==> src/rtl/muldiv_sequencer.sv <==
// muldiv_sequencer: sequences the iterative multiplier/divider sharing one HI/LO pair.
// Accepts one MULT/DIV request at a time, pulses the selected unit's start,
// waits for its done, then pulses the HI/LO write enables.
// Divide-by-zero is flagged without ever starting the divider.
// Optional feature macro: MULDIV_TIMEOUT_EN (aborts a WAIT that reaches TIMEOUT cycles).
module muldiv_sequencer #(
    parameter int unsigned CNT_W   = 6,
    parameter int unsigned TIMEOUT = 40
) (
    input  logic             clk,
    input  logic             reset,
    input  logic             req_valid,
    input  logic             req_is_div,
    input  logic             divisor_zero,
    output logic             req_ready,
    output logic             mult_start,
    output logic             div_start,
    input  logic             mult_done,
    input  logic             div_done,
    output logic             hi_write,
    output logic             lo_write,
    input  logic             hilo_rd_req,
    output logic             busy,
    output logic             stall,
    output logic             div0_exc,
    output logic             timeout_err,
    output logic [CNT_W-1:0] last_latency
);

    localparam logic [CNT_W-1:0] CNT_MAX = {CNT_W{1'b1}};
`ifdef MULDIV_TIMEOUT_EN
    localparam logic [CNT_W-1:0] TIMEOUT_CNT = CNT_W'(TIMEOUT);
`endif

    typedef enum logic [2:0] {
        S_IDLE  = 3'd0,
        S_START = 3'd1,
        S_WAIT  = 3'd2,
        S_WRITE = 3'd3,
`ifdef MULDIV_TIMEOUT_EN
        S_EXC   = 3'd4,
        S_ABORT = 3'd5
`else
        S_EXC   = 3'd4
`endif
    } state_t;

    state_t           state;
    state_t           state_d;
    logic [CNT_W-1:0] cnt;
    logic [CNT_W-1:0] cnt_d;
    logic [CNT_W-1:0] cnt_inc;
    logic [CNT_W-1:0] lat_d;
    logic             op_is_div;
    logic             op_d;
    logic             sel_done;

    // State, wait counter, latched op type and last latency registers
    always_ff @(posedge clk or posedge reset) begin
        if (reset) begin
            state        <= S_IDLE;
            cnt          <= '0;
            last_latency <= '0;
            op_is_div    <= 1'b0;
        end else begin
            state        <= state_d;
            cnt          <= cnt_d;
            last_latency <= lat_d;
            op_is_div    <= op_d;
        end
    end

    // Next-state logic and Moore output decode
    always_comb begin
        state_d     = state;
        cnt_d       = cnt;
        lat_d       = last_latency;
        op_d        = op_is_div;
        req_ready   = 1'b0;
        busy        = 1'b1;
        mult_start  = 1'b0;
        div_start   = 1'b0;
        hi_write    = 1'b0;
        lo_write    = 1'b0;
        div0_exc    = 1'b0;
        timeout_err = 1'b0;

        // Saturating count of the WAIT cycle now in progress (k = cnt + 1)
        cnt_inc  = (cnt == CNT_MAX) ? cnt : cnt + CNT_W'(1);
        // Only the unit that was started is allowed to complete the operation
        sel_done = op_is_div ? div_done : mult_done;

        case (state)
            S_IDLE: begin
                req_ready = 1'b1;
                busy      = 1'b0;
                if (req_valid) begin
                    if (req_is_div && divisor_zero) begin
                        state_d = S_EXC;
                    end else begin
                        op_d    = req_is_div;
                        state_d = S_START;
                    end
                end
            end
            S_START: begin
                mult_start = !op_is_div;
                div_start  = op_is_div;
                cnt_d      = '0;
                state_d    = S_WAIT;
            end
            S_WAIT: begin
                cnt_d = cnt_inc;
                if (sel_done) begin
                    lat_d   = cnt_inc;
                    state_d = S_WRITE;
                end
`ifdef MULDIV_TIMEOUT_EN
                else if (cnt_inc == TIMEOUT_CNT) begin
                    state_d = S_ABORT;
                end
`endif
            end
            S_WRITE: begin
                hi_write = 1'b1;
                lo_write = 1'b1;
                state_d  = S_IDLE;
            end
            S_EXC: begin
                div0_exc = 1'b1;
                state_d  = S_IDLE;
            end
`ifdef MULDIV_TIMEOUT_EN
            S_ABORT: begin
                timeout_err = 1'b1;
                state_d     = S_IDLE;
            end
`endif
            default: begin
                state_d = S_IDLE;
            end
        endcase
    end

    // Hold the main FSM while a new request or HI/LO read collides with an op in flight
    assign stall = busy && (req_valid || hilo_rd_req);

endmodule

==> config.mk <==
export PLATFORM = sky130hd
export DESIGN_NAME = muldiv_sequencer
export DESIGN_NICKNAME = d
export VERILOG_FILES = /design/src/rtl/muldiv_sequencer.sv
export SDC_FILE = /design/constraint.sdc
export NUM_CORES = 1
export LEC_CHECK = 0
export ABC_CLOCK_PERIOD_IN_PS = 4250
export CAP_MARGIN = 20
export CORE_UTILIZATION = 25
export CTS_CLUSTER_SIZE = 8
export DETAILED_ROUTE_END_ITERATION = 7
export PLACE_DENSITY = 0.45
export SLEW_MARGIN = 20
export SYNTH_ARGS = -nofsm -noshare
export SYNTH_HDL_FRONTEND = slang
export SYNTH_SLANG_ARGS = --single-unit
export TNS_END_PERCENT = 50
==> constraint.sdc <==
create_clock -name clk -period 4.25 [get_ports clk]
set_input_delay 1.275 -clock clk [delete_from_list [all_inputs] [get_ports clk]]
set_output_delay 1.275 -clock clk [all_outputs]
set_load 0.03 [all_outputs]
* Word level (Yosys, flattened, before mapping)
Index checks and enable logic that the tools add are counted.
** Storage, ports and cells
- Register bits after elaboration :: 16
- Output and inout port bits :: 15
- Logic and storage cells :: 35
** Operators by class
- Add/sub/neg operators :: 1
- Eq/ne operators :: 7
- Muxes and demuxes :: 13
- Bitwise operators :: 1
- Reductions and logical operators :: 9
** Operator list (count)
- case mux 6 bit (2 select lines) :: 1
- two-way mux 3 bit :: 3
- case mux 3 bit (3 select lines) :: 1
- two-way mux 1 bit :: 7
- adder 6 x 1 -> 6 bit, second input constant :: 1
- == test 3 x 2 -> 1 bit, second input constant :: 2
- == test 6 bit, second input constant :: 1
- two-way mux 6 bit :: 1
- inequality test 2 bit, second input constant :: 2
- AND reduction 2 bit :: 2
- == test 3 x 1 -> 1 bit, second input constant :: 1
- == test 3 bit, second input constant :: 1
- zero test 3 bit :: 1
- AND reduction 3 bit :: 1
- logical AND 1 bit :: 2
- nonzero test 2 bit :: 1
- zero test 1 bit :: 1
- logical OR 1 bit :: 1
- NOT 1 bit :: 1

* Depth between registers and ports, before layout
Gate-level depths: netlist of the first run.
- Depth in word-level cells :: 4
- Gate-level depth with buffers :: 5
- Gate-level depth less buffers :: 4

* Least setup slack after synthesis of the first run
OpenSTA, ideal clock, no wires.
- Path kind :: input port to output port
- Start :: input port req_valid
- End :: output port stall
- Arrival :: 1703 ps
- Required time :: 2975 ps
- Setup slack :: 1272 ps
- Stages on the path :: 2
- Buffers on the path :: 0
- Cell sequence :: nor2_1 > nor2_1
** On the way
- Word-level cells in the longest chain between the ends :: 2
** RTL lines
- from (decl) :: line 12 : input logic req_valid,
- logical OR 1 bit :: line 146 : assign stall = busy && (req_valid || hilo_rd_req);
- logical AND 1 bit :: line 146
- to (decl) :: line 24 : output logic stall,
No other way between the ends.

* Worst setup path after layout of the first run
Ends and elaborated chain as after synthesis.

==> results.tsv, run 1 <==
stage	metric	value	unit
status	status	complete, no violations	
setup_path	CP required	2.97	ns
clocking	Post-CTS Setup Inserts	0	
job	maxcap violations	0	
synth	multiplexer share of the synthesized area	3.299	%
placement	pre-CTS setup slack	0.3999	ns
placement	DPL Wire Length	1750	µm
clocking	Max Buffers Root-to-Sink	2	
setup_path	Setup crit end	stall	
setup_path	critical path endpoint category	primary output	
clocking	clock latency at the later pin of the worst-skew pair	0.25	ns
synth	Synth Area in Compound Gates	22.84	%
synth	Netlist cell types	41	
timing	Max Clk Rate	0.2600	GHz
synth	synthesized area per cell	9.214	µm²
global_routing	first-pass GRT wire length	3988	µm
synth	dominant synthesized flop cell	dfrtp_1	
timing	slew margin rel.	57.24	%
power_and_ir_drop	Leak	0.4975	nW
clocking	Clock transition at path regs	0.07	ns
global_routing	pin count of the biggest net entering global routing	17	
global_routing	vias in the first global route	826	
synth	Post-Synth XOR/XNOR Area	0.8883	%
power_and_ir_drop	worst ir drop on vdd	323.8	µV
setup_path	Setup crit start kind	primary input	
floorplanning	I/O pin count	23	
synth	#FFs+latches synth	16	
clocking	CTS root buf	clkbuf_8	
floorplanning	die height	64.80	µm
timing	Hold Vio Cnt, Final	0	
setup_path	RR Startpoint	state[2]$_DFFE_PP0P_	
routing	Post-route DRC	0	
timing	Tmin final	3.847	ns
finish	number of diodes	0	
synth	cell area after synthesis	985.9	µm²
setup_path	crit path DAT	2.57	ns
setup_path	crit path kind	in2out	
timing	clock skew	0.002772	ns
hold_path	Hold Path Class	reg2reg	
synth	synth warn	0	
clocking	CTS tree	done	
synth	synthesized instance count	107	
clocking	post_cts resized	0	
placement	IO Port Bufs	21	
finish	Filler cells	404	
finish	Layout Area Growth over Synthesis	27.41	%
timing	# setup viols final	0	
routing	initial DRC count	22	
timing	setup ws final	0.4032	ns
timing	Tcrit/Tclk final	90.51	%
synth	most area-hungry cell type in the Yosys netlist	dfrtp_1	
timing	RSZ-0062 raised after global routing	false	
clocking	CTS Hold Bufs	0	
synth	largest family of logic cells by synthesized area	simple AND/OR/NAND/NOR gates	
timing	worst slew pin tran	0.6407	ns
routing	drt pass-1 iters	4	
finish	most frequent cells in the layout	21 x clkdlybuf4s50_1, 16 x dfrtp_1, 9 x a21oi_1	
placement	routability cong.	0.8699	
timing	setup tns final	0	ns
setup_path	FF-to-FF End	last_latency[2]$_DFFE_PP0P_	
floorplanning	Chip Width	64.80	µm
synth	Post-synth EDFFs	0	
setup_path	Worst R2R Path Depth	3	
floorplanning	# rows	22	
global_routing	overall routing resource usage	12.38	%
routing	post-route ant nets	0	
synth	sequential area share after synthesis	40.61	%
routing	DR vias	859	
synth	post-synth top area share	40.61	%
finish	Multi-input gate area	515.5	µm²
clocking	CTS sink count	16	
floorplanning	Initial Utilization	26.53	%
synth	Simple-Gate Fraction of Synth Area	23.60	%
setup_path	reg2reg setup slack	2.48	ns
finish	commonest non-fill, non-tap cell in the layout	clkdlybuf4s50_1	
synth	asr flop ratio synth	100.0	%
global_routing	initial antenna violation count	0	
power_and_ir_drop	pwr dens	655.5	nW/µm²
synth	Synth area leaders	dfrtp_1 41%, a21oi_1 4.6%, o31ai_1 3.0%	
synth	Post-Synth Adder-Cell Area	1.269	%
finish	register area	400.4	µm²
setup_path	critical path fanouts, max	3	
synth	syn nets	116	
routing	Post-Route WL	2322	µm
timing	Final Max Slew Viols	0	
finish	Final #Nets	133	
routing	Avg WL per Cell	13.58	µm
routing	DR vias/cell	5.023	
floorplanning	total core area	3716	µm²
setup_path	crit path from	req_valid	
floorplanning	area of the die	4199	µm²
clocking	CTS HTree Levels	1	
global_routing	grt ovf	0	
clocking	Num CTS Buffers	3	
finish	layout cells sized above 1	8.130	%
==> kinds of logic (layout without fill, tap and decap cells) <==
logic type | Yosys count | count (layout)
and+or+nand+nor | 39 | 39
AOI/OAI and AO/OA | 33 | 33
DFF | 16 | 16
buffers and inverters | 13 | 29
muxes | 3 | 3
adders and majority gates | 1 | 1
other | 1 | 1
xor gates and xnor gates | 1 | 1
==> power by group <==
group,switching (mW),internal (mW),leakage [nW]
clock,0.0556,0.0822,0.0288
sequential,0.0735,0.198,0.208
combinational,0.233,0.181,0.261
==> worst min-delay path by stage <==
stage                                      from                           to  slack, ns  cells after the start
finish              last_latency[2]$_DFFE_PP0P_  last_latency[2]$_DFFE_PP0P_       0.49                      1
global route        last_latency[2]$_DFFE_PP0P_  last_latency[2]$_DFFE_PP0P_       0.54                      1
CTS                 last_latency[2]$_DFFE_PP0P_  last_latency[2]$_DFFE_PP0P_       0.50                      1
detailed placement  last_latency[2]$_DFFE_PP0P_  last_latency[2]$_DFFE_PP0P_       0.48                      1
global placement    last_latency[2]$_DFFE_PP0P_  last_latency[2]$_DFFE_PP0P_       0.47                      1
floorplan                    cnt[1]$_DFFE_PP0P_           cnt[1]$_DFFE_PP0P_       0.54                      1
==> metrics by stage <==
step	total power, mW	cell area (µm²)	util (%)	hold slack, ns	std cells
3_5_place_dp	0.6897	1201	32.32	0.4781	167
5_1_grt	0.8808	1256	33.80	0.5363	171
3_3_place_gp	0.6907	1201	32.32	0.4723	167
4_1_cts	0.8296	1256	33.80	0.4957	171
6_report	0.8234	1256	33.80	0.4900	171
2_1_floorplan	0.5533	985.9	-	0.5351	107
==> sequential cells by signal, indices dropped and copies added, names as in the netlist <==
| signal | flops |
|---|---|
| op_is_div | 1 |
| cnt | 6 |
| state | 3 |
| last_latency | 6 |
==> critical path: stages <==
cell and delay (ns):
clkdlybuf4s50_1 0.49, nor2_1 0.05, nor2_1 0.08, clkdlybuf4s50_1 0.67
==> layer usage <==
layer | wire [µm] | track usage [%] | vias to the layer above
met3 | 82 | 3.697 | 2
met2 | 1045 | 18.88 | 13
met5 | 0 | 0 | -
met1 | 1181 | 17.44 | 422
met4 | 12 | 1.667 | 0
li1 | - | - | 422
==> cell usage after synthesis, types with 2 or more instances <==
library cell  number
and3_1             3
a211oi_1           2
buf_4              2
nor2_1             7
a21oi_1            9
nor3_1             5
o31ai_1            4
nand3_1            4
dfrtp_1           16
nand2_1            4
and2_1             2
inv_1              4
o21ai_0            5
nor3b_1            3
buf_2              5
nand2b_1           3
a31oi_1            4
a211o_1            2
==> cell type report <==
cell class | instances | share of cell area (%)
clock buffer | 4 | 4.382
inverter | 4 | 1.195
multi-input combinational | 78 | 41.04
sequential | 16 | 31.87
tap | 48 | 4.781
timing repair buffer | 21 | 16.73
Note: power is estimated with default switching activity, not from simulation.
==> inputs of run 2 (changes only) <==
CORE_UTILIZATION = 52   (was 25)
PLACE_DENSITY = 0.82   (was 0.45)
SETUP_SLACK_MARGIN = 0.5   (was not set)
==> results.tsv, run 2 (synthesized netlist as in run 1, its figures left out) <==
stage	metric	value	unit
timing	Tcrit/Tclk final	85.79	%
finish	number of diodes	0	
finish	most frequent cells in the layout	20 x clkdlybuf4s50_1, 16 x dfrtp_1, 9 x a21oi_1	
floorplanning	area of the die	2074	µm²
clocking	Max Buffers Root-to-Sink	2	
timing	clock skew	0.004900	ns
status	status	complete, no violations	
placement	routability cong.	0.9225	
global_routing	grt ovf	0	
timing	Max Clk Rate	0.2743	GHz
global_routing	vias in the first global route	793	
placement	DPL Wire Length	1699	µm
finish	Layout Area Growth over Synthesis	22.46	%
setup_path	Top delay family on crit path	buffers and inverters	
placement	pre-CTS setup slack	0.3508	ns
routing	Avg WL per Cell	15.86	µm
routing	DR vias/cell	5.946	
routing	post-route ant nets	0	
clocking	clock latency at the later pin of the worst-skew pair	0.30	ns
global_routing	first-pass GRT wire length	3719	µm
setup_path	CP required	2.97	ns
setup_path	critical path endpoint category	primary output	
timing	worst hold margin	0.5206	ns
routing	initial DRC count	28	
floorplanning	# rows	15	
routing	Post-Route WL	2347	µm
job	maxcap violations	0	
hold_path	Hold Path Class	reg2reg	
global_routing	pin count of the biggest net entering global routing	17	
timing	worst slew pin tran	0.6443	ns
floorplanning	I/O pin count	23	
global_routing	initial antenna violation count	0	
timing	slew margin rel.	57.00	%
finish	layout cells sized above 1	8.130	%
power_and_ir_drop	pwr dens	655.4	nW/µm²
floorplanning	Chip Width	45.55	µm
clocking	CTS root buf	clkbuf_4	
floorplanning	Initial Utilization	56.49	%
timing	RSZ-0062 raised after global routing	false	
setup_path	Setup crit start kind	primary input	
setup_path	crit path kind	in2out	
timing	Tmin final	3.646	ns
placement	IO Port Bufs	21	
setup_path	crit path DAT	2.37	ns
timing	setup ws final	0.6040	ns
routing	Post-route DRC	0	
power_and_ir_drop	worst ir drop on vdd	545.9	µV
finish	commonest non-fill, non-tap cell in the layout	clkdlybuf4s50_1	
setup_path	cell mode on critical path	nor2_1	
timing	Hold Vio Cnt, Final	0	
routing	DR vias	880	
finish	Final #Nets	133	
timing	Final Max Slew Viols	0	
setup_path	critical path, cell by cell	clkdlybuf4s50_1 -> nor2_1 -> nor2_1 -> dlygate4sd2_1	
setup_path	critical path fanouts, max	3	
floorplanning	die height	45.55	µm
setup_path	slowest library cell on the worst path	clkdlybuf4s50_1	
power_and_ir_drop	Leak	0.4916	nW
routing	drt pass-1 iters	4	
clocking	CTS sink count	16	
global_routing	overall routing resource usage	25.17	%
setup_path	largest stage delay on the critical path	0.49	ns
clocking	Num CTS Buffers	3	
clocking	CTS Hold Bufs	0	
clocking	CTS tree	done	
clocking	Clock transition at path regs	0.10	ns
setup_path	WP buf/inv	2	
timing	setup tns final	0	ns
finish	biggest regs	cnt: 6 flops, last_latency: 6 flops, state: 3 flops	
floorplanning	total core area	1745	µm²
timing	# setup viols final	0	
clocking	CTS HTree Levels	1	
-- run 2: cell types whose count changed in the layout (fill, tap and decap cells not counted) --
| cell | delta |
|---|---|
| clkbuf_4 | +3 |
| clkbuf_8 | -3 |
| clkdlybuf4s50_1 | -1 |
| dlygate4sd2_1 | +1 |
-- run 2: power by group --
part           switching (mW)  internal (mW)  leakage [nW]
Clock                  0.0540         0.0523        0.0210
Sequential             0.0789          0.198         0.208
Combinational           0.230          0.178         0.262
-- run 2: per-stage QoR --
step	cell area (µm²)	utilization [%]	power (mW)	std cells
finish	1207	69.18	0.7913	148
global route	1207	69.18	0.8381	148
CTS	1207	69.18	0.7903	148
detailed placement	1172	67.17	0.6890	144
global placement	1172	67.17	0.6731	144
floorplan	985.9	-	0.5533	107
-- run 2: timing repair --
action,in CTS,in global routing
gates resized for setup,1,0
setup endpoints to repair,1,0
buffers inserted,0,0
-- run 2: path summary, 6_finish.rpt --
path,start,end,slack [ns],depth (start not counted)
worst min-delay path,last_latency[2]$_DFFE_PP0P_,last_latency[2]$_DFFE_PP0P_,0.52,1
min in group asynchronous,reset,cnt[0]$_DFFE_PP0P_,1.37,2
max in group asynchronous,reset,state[0]$_DFFE_PP0P_,2.47,2
worst max register to register,state[2]$_DFFE_PP0P_,last_latency[2]$_DFFE_PP0P_,2.50,3
worst max-delay path,req_valid,stall,0.60,4
worst min register to register,last_latency[2]$_DFFE_PP0P_,last_latency[2]$_DFFE_PP0P_,0.52,1
-- run 2: final cells by class --
| type | instances | area, µm² |
|---|---|---|
| Clock buffer | 4 | 36.28 |
| Sequential cell | 16 | 400.4 |
| Timing Repair Buffer | 21 | 209.0 |
| Tap cell | 25 | 31.28 |
| Inverter | 4 | 15.01 |
| Fill cell | 150 | 538.0 |
| Multi-Input combinational cell | 78 | 515.5 |
-- run 2: metal layers --
metal	global-route usage (%)	up-vias	wire (µm)
li1	-	426	-
met1	33.42	415	1072
met2	40.29	34	1137
met3	4.365	5	100
met4	10.30	0	36
met5	0	-	0
